$ cat src/rtl/driver_motor_pwm.sv
// Soft-start / soft-stop PWM driver for the motor pin.
// Ramps an 8-bit duty on run requests and enforces a hold-off after stops.
module driver_motor_pwm #(
    parameter int PRESC           = 4,
    parameter int RAMP_PERIODS    = 264,
    parameter int STEP            = 1,
    parameter int HOLDOFF_PERIODS = 2640
) (
    input  logic       clk,
    input  logic       reset,
    input  logic       motor_on,
    input  logic       estop,
    output logic       pwm_out,
    output logic [7:0] duty,
    output logic       running,
    output logic       holdoff,
    output logic [2:0] state
);

    localparam int PW = (PRESC > 1) ? $clog2(PRESC) : 1;
    localparam int RW = (RAMP_PERIODS > 1) ? $clog2(RAMP_PERIODS) : 1;
    localparam int HW = (HOLDOFF_PERIODS > 1) ? $clog2(HOLDOFF_PERIODS) : 1;

    localparam logic [PW-1:0] PRESC_LAST = PW'(PRESC - 1);
    localparam logic [RW:0]   RAMP_N     = (RW + 1)'(RAMP_PERIODS);
    localparam logic [HW:0]   HOLD_N     = (HW + 1)'(HOLDOFF_PERIODS);
    localparam logic [8:0]    STEP9      = 9'(STEP);

    typedef enum logic [2:0] {
        IDLE      = 3'd0,
        RAMP_UP   = 3'd1,
        RUN       = 3'd2,
        RAMP_DOWN = 3'd3,
        HOLDOFF   = 3'd4
    } state_t;

    state_t        state_q, state_d;
    logic [PW-1:0] presc_q, presc_d;
    logic [7:0]    pwm_cnt_q, pwm_cnt_d;
    logic [7:0]    duty_q, duty_d;
    logic [RW-1:0] ramp_q, ramp_d;
    logic [HW-1:0] hold_q, hold_d;
    logic          pwm_q, pwm_d;

    logic          presc_last;
    logic          period_end;
    logic [RW:0]   ramp_nxt;
    logic [HW:0]   hold_nxt;
    logic          ramp_last;
    logic          hold_last;
    logic [8:0]    duty_sum;
    logic [7:0]    duty_up;
    logic [7:0]    duty_dn;

    assign presc_last = (presc_q == PRESC_LAST);
    assign period_end = presc_last && (pwm_cnt_q == 8'd255);
    assign ramp_nxt   = {1'b0, ramp_q} + 1'b1;
    assign hold_nxt   = {1'b0, hold_q} + 1'b1;
    assign ramp_last  = (ramp_nxt == RAMP_N);
    assign hold_last  = (hold_nxt == HOLD_N);
    assign duty_sum   = {1'b0, duty_q} + STEP9;
    assign duty_up    = duty_sum[8] ? 8'd255 : duty_sum[7:0];
    assign duty_dn    = ({1'b0, duty_q} > STEP9) ? (duty_q - STEP9[7:0]) : 8'd0;

    // Free-running prescaler, PWM counter and registered PWM compare.
    always_comb begin
        presc_d   = presc_last ? '0 : presc_q + 1'b1;
        pwm_cnt_d = presc_last ? pwm_cnt_q + 8'd1 : pwm_cnt_q;
        pwm_d     = (duty_q == 8'd255) || (pwm_cnt_q < duty_q);
    end

    // Ramp FSM: updates on period boundaries only, estop overrides at once.
    always_comb begin
        state_d = state_q;
        duty_d  = duty_q;
        ramp_d  = ramp_q;
        hold_d  = hold_q;
        if (estop) begin
            state_d = HOLDOFF;
            duty_d  = 8'd0;
            ramp_d  = '0;
            hold_d  = '0;
        end else if (period_end) begin
            unique case (state_q)
                IDLE: begin
                    duty_d = 8'd0;
                    ramp_d = '0;
                    if (motor_on) state_d = RAMP_UP;
                end
                RAMP_UP: begin
                    if (!motor_on) begin
                        state_d = RAMP_DOWN;
                        ramp_d  = '0;
                    end else if (ramp_last) begin
                        ramp_d = '0;
                        duty_d = duty_up;
                        if (duty_up == 8'd255) state_d = RUN;
                    end else begin
                        ramp_d = ramp_nxt[RW-1:0];
                    end
                end
                RUN: begin
                    if (!motor_on) begin
                        state_d = RAMP_DOWN;
                        ramp_d  = '0;
                    end
                end
                RAMP_DOWN: begin
                    if (motor_on) begin
                        state_d = RAMP_UP;
                        ramp_d  = '0;
                    end else if (ramp_last) begin
                        ramp_d = '0;
                        duty_d = duty_dn;
                        if (duty_dn == 8'd0) begin
                            state_d = HOLDOFF;
                            hold_d  = '0;
                        end
                    end else begin
                        ramp_d = ramp_nxt[RW-1:0];
                    end
                end
                HOLDOFF: begin
                    if (hold_last) begin
                        state_d = IDLE;
                        hold_d  = '0;
                    end else begin
                        hold_d = hold_nxt[HW-1:0];
                    end
                end
                default: begin
                    state_d = IDLE;
                    duty_d  = 8'd0;
                end
            endcase
        end
    end

    // State and counter registers.
    always_ff @(posedge clk or posedge reset) begin
        if (reset) begin
            state_q   <= IDLE;
            presc_q   <= '0;
            pwm_cnt_q <= 8'd0;
            duty_q    <= 8'd0;
            ramp_q    <= '0;
            hold_q    <= '0;
            pwm_q     <= 1'b0;
        end else begin
            state_q   <= state_d;
            presc_q   <= presc_d;
            pwm_cnt_q <= pwm_cnt_d;
            duty_q    <= duty_d;
            ramp_q    <= ramp_d;
            hold_q    <= hold_d;
            pwm_q     <= pwm_d;
        end
    end

    assign pwm_out = pwm_q;
    assign duty    = duty_q;
    assign state   = state_q;
    assign running = (state_q == RUN);
    assign holdoff = (state_q == HOLDOFF);

endmodule

$ cat config.mk
export PLATFORM = sky130hd
export DESIGN_NAME = driver_motor_pwm
export DESIGN_NICKNAME = d
export VERILOG_FILES = /design/src/rtl/driver_motor_pwm.sv
export SDC_FILE = /design/constraint.sdc
export NUM_CORES = 1
export LEC_CHECK = 0
export BUFFER_PORTS_ARGS = -buffer_cell sky130_fd_sc_hd__buf_4
export CELL_PAD_IN_SITES_DETAIL_PLACEMENT = 0
export CELL_PAD_IN_SITES_GLOBAL_PLACEMENT = 1
export CORE_UTILIZATION = 50
export CTS_CLUSTER_SIZE = 30
export DETAILED_ROUTE_END_ITERATION = 7
export GPL_TIMING_DRIVEN = 0
export PLACE_DENSITY = 0.89
export SETUP_SLACK_MARGIN = 0.1
export SYNTH_ARGS = -nofsm -noshare
export SYNTH_HDL_FRONTEND = slang
export SYNTH_SLANG_ARGS = --single-unit
$ cat constraint.sdc
create_clock -name clk -period 4 [get_ports clk]
set_clock_uncertainty 0.2 [all_clocks]
set_input_delay 1.2 -clock clk [delete_from_list [all_inputs] [get_ports clk]]
set_output_delay 1.2 -clock clk [all_outputs]
set_load 0.1 [all_outputs]
# ---- Word-level counts from Yosys, hierarchy flattened
# Index checks and enable logic that the tools add are counted.
dict set report classes {
  add_sub_neg 6
  magnitude_cmp 2
  eq_ne 23
  muxes 36
  n_reduce_logical 12
}
# cell n
set op_table {}
lappend op_table {{12-bit 2-to-1 mux} 6}
lappend op_table {{8-bit 2-to-1 mux} 8}
lappend op_table {{9-bit 2-to-1 mux} 6}
lappend op_table {{9-bit case mux with 4 select lines} 1}
lappend op_table {{3-bit 2-to-1 mux} 11}
lappend op_table {{8-bit equality test (second input constant)} 3}
lappend op_table {{12-bit case mux with 2 select lines} 1}
lappend op_table {{8-bit case mux with 3 select lines} 1}
lappend op_table {{3-bit != test (second input constant)} 7}
lappend op_table {{4-bit != test (second input constant)} 4}
lappend op_table {{3-bit case mux with 5 select lines} 1}
lappend op_table {{12-bit by 1-bit adder with 13-bit output (second input constant)} 1}
lappend op_table {{13-bit by 12-bit equality test with 1-bit output (second input constant)} 1}
lappend op_table {{9-bit by 1-bit adder with 10-bit output (second input constant)} 1}
lappend op_table {{10-bit by 9-bit equality test with 1-bit output (second input constant)} 1}
lappend op_table {{8-bit by 1-bit adder with 9-bit output (second input constant)} 1}
lappend op_table {{8-bit by 1-bit adder with 8-bit output (second input constant)} 1}
lappend op_table {{8-bit by 1-bit > comparator with 1-bit output (second input constant)} 1}
lappend op_table {{8-bit zero test} 1}
lappend op_table {{8-bit less-than comparator} 1}
lappend op_table {{8-bit AND reduction} 1}
lappend op_table {{8-bit by 1-bit subtractor with 8-bit output (second input constant)} 1}
lappend op_table {{3-bit by 2-bit equality test with 1-bit output (second input constant)} 2}
lappend op_table {{6-bit AND reduction} 1}
lappend op_table {{16 further kinds} 16}
dict set report word_totals {
  register_bits 43
  inputBits 4
  output_inout_bits 14
  elab_cells 86
}

# ---- Logic depth before layout (Yosys ltp)
dict set report depth {
  word_depth 9
  mapped_depth 10
  mapped_depth_nobuf 9
}

# ---- Least setup slack after synthesis
# No wires, ideal clock.
dict set report synth_timing {
  kind {register to register}
  from {register state_q[1], in the netlist state[1]}
  to {register hold_q[7]}
  setup_ps 92
  arrival_ps 4721
  required_time_ps 3708
  slack_ps -1013
  path_stages_with_launch 9
  path_buffers 3
  period_less_slack_ps 5013
  path_cell_list {dfrtp_1 > clkbuf_1 > nor3b_1 > nand2b_1 > a31o_2 > buf_2 > or2_1 > buf_6 > o31ai_2}
}
dict set report synth_via {
  elab_chain_cells 4
  word_cells_on_any_way 10
  classes_between {eq/ne: 5; mux: 3; reduce/logical: 2}
}
# item line_no
set synth_rtl {}
lappend synth_rtl {{from (decl)} 37} ;# state_t state_q, state_d;
lappend synth_rtl {{from (signal assigned)} 150} ;# state_q <= state_d;
lappend synth_rtl {{3-bit equality test *} n/a}
lappend synth_rtl {{named net holdoff} 16} ;# output logic holdoff,
lappend synth_rtl {{12-bit case mux with 2 select lines} 84} ;# unique case (state_q)
lappend synth_rtl {{12-bit 2-to-1 mux} 83} ;# end else if (period_end) begin
lappend synth_rtl {{12-bit 2-to-1 mux} 78} ;# if (estop) begin
lappend synth_rtl {{to (signal assigned)} 155} ;# hold_q <= hold_d;
lappend synth_rtl {{to (decl)} 42} ;# logic [HW-1:0] hold_q, hold_d;
# The timed path passes the listed nets; every way through them passes the cells marked *. The select of a mux whose other input is x is not followed.
# A chain may end at the register's enable or synchronous reset.

# ---- Worst setup path after layout
dict set report layout_timing {
  from {input estop}
  to {register duty_q[2], in the netlist duty[2]}
}
dict set report layout_via {
  elab_chain_cells 2
  word_cells_on_any_way 8
  classes_between {eq/ne: 5; mux: 1; reduce/logical: 2}
}
# item line_no
set layout_rtl {}
lappend layout_rtl {{from (decl)} 12} ;# input logic estop,
lappend layout_rtl {{3-bit != test (no line) (tied with other cells)} n/a}
lappend layout_rtl {{6-bit AND reduction (no line)} n/a}
lappend layout_rtl {{to (signal assigned)} 153} ;# duty_q <= duty_d;
lappend layout_rtl {{to (decl)} 40} ;# logic [7:0] duty_q, duty_d;
# Parallel ways exist; a longest one is shown, timed or not.

==> results by group <==
Outcome
  – Status: finished, final reports clean

CTS
  – Htree depth: 2
  – PostCTS Resize Cnt: 0
  – CTS Buffer Depth: 2
  – Hold buffer count at cts: 0
  – Clk slew on worst S/H paths: 0.08 ns
  – Total CTS buffers: 5
  – Post-CTS Setup Inserts: 0
  – Root Driver: clkbuf_8
  – TritonCTS clock tree: yes
  – Worst-Skew Late Latency: 0.30 ns
  – Clk sinks: 43

Drt
  – DRT Pass-1 Iters: 5
  – Routed Antenna Nets: 0
  – Drt wl/cell: between 15 and 20 µm
  – Vias per cell: 6.06
  – Vias post-DR: 2820
  – DR iter-0 viols: 190
  – Residual DRC: 0
  – Post-Route WL: 7120 µm

Setup path
  – CP Capture Type: flop
  – Reg-to-Reg End: state[2]
  – CP max stage delay: ~0.8 ns
  – Kind of critical path: input port to flop
  – Critical path cell sequence: buf_4 -> clkbuf_1 -> nor3_1 -> nor2_1 -> o21ai_1 -> clkbuf_1 -> o21ai_0 -> o21ai_1
  – WP depth: 8
  – Worst reg-to-reg path cell count: 9
  – Crit Path Max Fanout: 10
  – CP Launch Type: input port
  – R2r setup slk: roughly 0.59 ns
  – WP buf/inv: 3
  – Critical path's slowest cell: nor3_1
  – Cell family with most CP delay: simple AND/OR/NAND/NOR gates
  – Reg2reg start: duty[0]
  – CP arrival: ~3.5 ns
  – Crit path from: estop
  – Critical Path RT: between 4 and 5 ns
  – Critical Path Sink: duty[2]

Final layout
  – Final net count: slightly above 400
  – Layout fillers: ~570
  – Register area: 0.00108 mm²
  – Commonest non-fill, non-tap cell in the layout: dfrtp_1
  – Commonest cells after routing, fill and taps aside: dfrtp_1, nor2_1, nand2_1, o21ai_0, a21oi_1
  – Final core occ: 0.587
  – Layout area overhead: 12.3%
  – Share of cells above drive strength 1: 0.131
  – Multi-input gate area: ~0.0019 mm²
  – Design area: 0.00350 mm²
  – # diodes: 0

Place
  – Placer Congestion: ~0.9
  – Detail Placement HPWL: just over 5000 µm
  – Placed Area: 0.00337 mm²
  – Port buffer count: 16

Pwr
  – Static Leak: about 1.4 nW
  – Logic gate share of total power: 0.387
  – Seq pwr share: 0.337
  – Cell Int Power: 0.000858 W
  – Switch share: 0.407
  – Max VDD drop: roughly 0.39 mV
  – Power Dens Cells: 414 mW/mm²
  – P_sw: roughly 0.0006 W
  – Clock Power Share: 0.276

Min path
  – Hold Crit Class: flop to flop

Floorplan
  – Top Ports: 18
  – Core Box Area: a little under 0.006 mm²
  – Rows: 28
  – Die Area: 0.00655 mm²
  – Die H: a little over 80 µm
  – Initial core utilization: 0.523
  – Die W: around 80 µm

Global routing
  – Total global routing overflow: 0
  – Global-route wire length before repair: 11900 µm
  – Initial antenna violation count: 0
  – Vias in the first global route: ~2600
  – GRT Resource Usage Total: 0.233
  – Largest net degree at the start of global routing: 25

Synth
  – Number of distinct library cells after synthesis: 63
  – Synthesized area: a little over 0.003 mm²
  – Synth Instances: around 370
  – Synth area leaders: dfrtp_1, ha_1, o21ai_0
  – Ys flop type: dfrtp_1
  – Ys Warns: 0
  – Fraction of registers with async set or reset after synthesis: 1.00
  – Yosys top cell area share: 0.345
  – Syn_area_per_cell: 8.54 µm²
  – Most area-hungry cell type in the Yosys netlist: dfrtp_1
  – Syn Nets: about 380
  – Synthesized flop and latch total: 43
  – Sequential area share after synthesis: 0.345
  – EDFF count, synth: 0

STA
  – F_max: ~0.29 GHz
  – Slew headroom: 0.391
  – Final period util: 0.876
  – Worst-margin pin slew: ~0.91 ns
  – Final TNS setup: 0 ns
  – Final Hold Viols: 0
  – RSZ-0062 raised after global routing: false
  – Slew Limit Fails: 0
  – Period minus WS final: 3.51 ns
  – Setup violations, final: 0
  – Hold slack final: approximately 0.23 ns

Job
  – Max Cap Violations: 0
## registers in the layout (all words and copies together) (netlist names)
register	count
hold_q	12
ramp_q	9
duty	8
pwm_cnt_q	8
state	3
presc_q	2
pwm_out	1
## area by class of cell
type / count / area share
Tap cell: 75 / 0.0268
Clock buffer: 6 / 0.0207
Buffer: 21 / 0.0286
Timing Repair Buffer: 17 / 0.0401
Sequential cell: 43 / 0.308
Multi-Input combinational cell: 286 / 0.543
Clock inverter: 2 / 0.0172
Inverter: 15 / 0.0161
## power by group through the flow
stage               clock network, W  logic (W)  registers [W]
floorplan                          0   0.000307       0.000628
global placement                   0   0.000548       0.000496
detailed placement                 0   0.000556       0.000497
CTS                         0.000412   0.000558       0.000487
global route                0.000426   0.000597       0.000493
finish                      0.000399   0.000560       0.000487
## cells in the mapped netlist, types with 2 or more instances
cell type / count
nand3_1: 15
dfrtp_1: 43
buf_6: 2
a211oi_1: 2
xnor2_1: 9
nand4_1: 9
o211ai_1: 4
nand2_1: 28
o31ai_2: 7
o31a_1: 2
ha_1: 15
nor2_1: 30
o221ai_1: 3
nand2b_1: 5
a2bb2oi_1: 6
and2_1: 4
xor2_1: 9
a21oi_1: 17
o31ai_1: 2
and3_1: 3
nor3b_1: 4
a31oi_1: 3
or3_1: 4
o21ai_1: 10
o21ai_0: 28
clkbuf_1: 14
a22o_1: 4
a21o_1: 3
buf_2: 5
or2_1: 2
o21bai_1: 4
nor4_1: 6
nand4b_1: 2
nor2b_1: 4
nor3_1: 12
mux2_2: 3
a21boi_0: 2
inv_1: 15
## per-layer routing
layer  global-route usage  vias to the layer above  wire length (µm)
met1                0.316                     1332              3470
met3               0.0348                       16               311
met4               0.0857                        0               160
met2                0.375                       79              3180
li1                     -                     1393                 -
met5                    0                        -                 0
## logic make-up (layout without fill, tap and decap cells)
group,count (synthesis),in the layout,share of synthesized area
xor gates and xnor gates,18,18,0.0506
buffers and inverters,36,61,0.0502
and+or+nand+nor,134,134,0.220
adders and majority gates,15,15,0.0602
DFF,43,43,0.345
AOI/OAI and AO/OA,114,114,0.256
muxes,5,5,0.0177
## worst min path at each step
stage / slack [ns] / from / cells past startpoint / end
6_report: 0.23 / presc_q[0] / 1 / presc_q[0]
4_1_cts: 0.24 / presc_q[0] / 1 / presc_q[0]
3_5_place_dp: 0.22 / presc_q[0] / 1 / presc_q[0]
3_3_place_gp: 0.22 / presc_q[0] / 1 / presc_q[0]
2_1_floorplan: 0.20 / presc_q[0] / 1 / presc_q[0]
5_1_grt: 0.26 / presc_q[0] / 1 / presc_q[0]
## per-stage QoR
stage | power, W | std cells | setup WS (ns)
after floorplan | 0.000935 | 365 | 0.130
after global placement | 0.00104 | 456 | 0.162
after detailed placement | 0.00105 | 457 | 0.237
after CTS | 0.00146 | 465 | 0.542
after global routing | 0.00152 | 465 | 0.309
final | 0.00145 | 465 | 0.495
No activity file was read; power rests on OpenSTA's default activity.
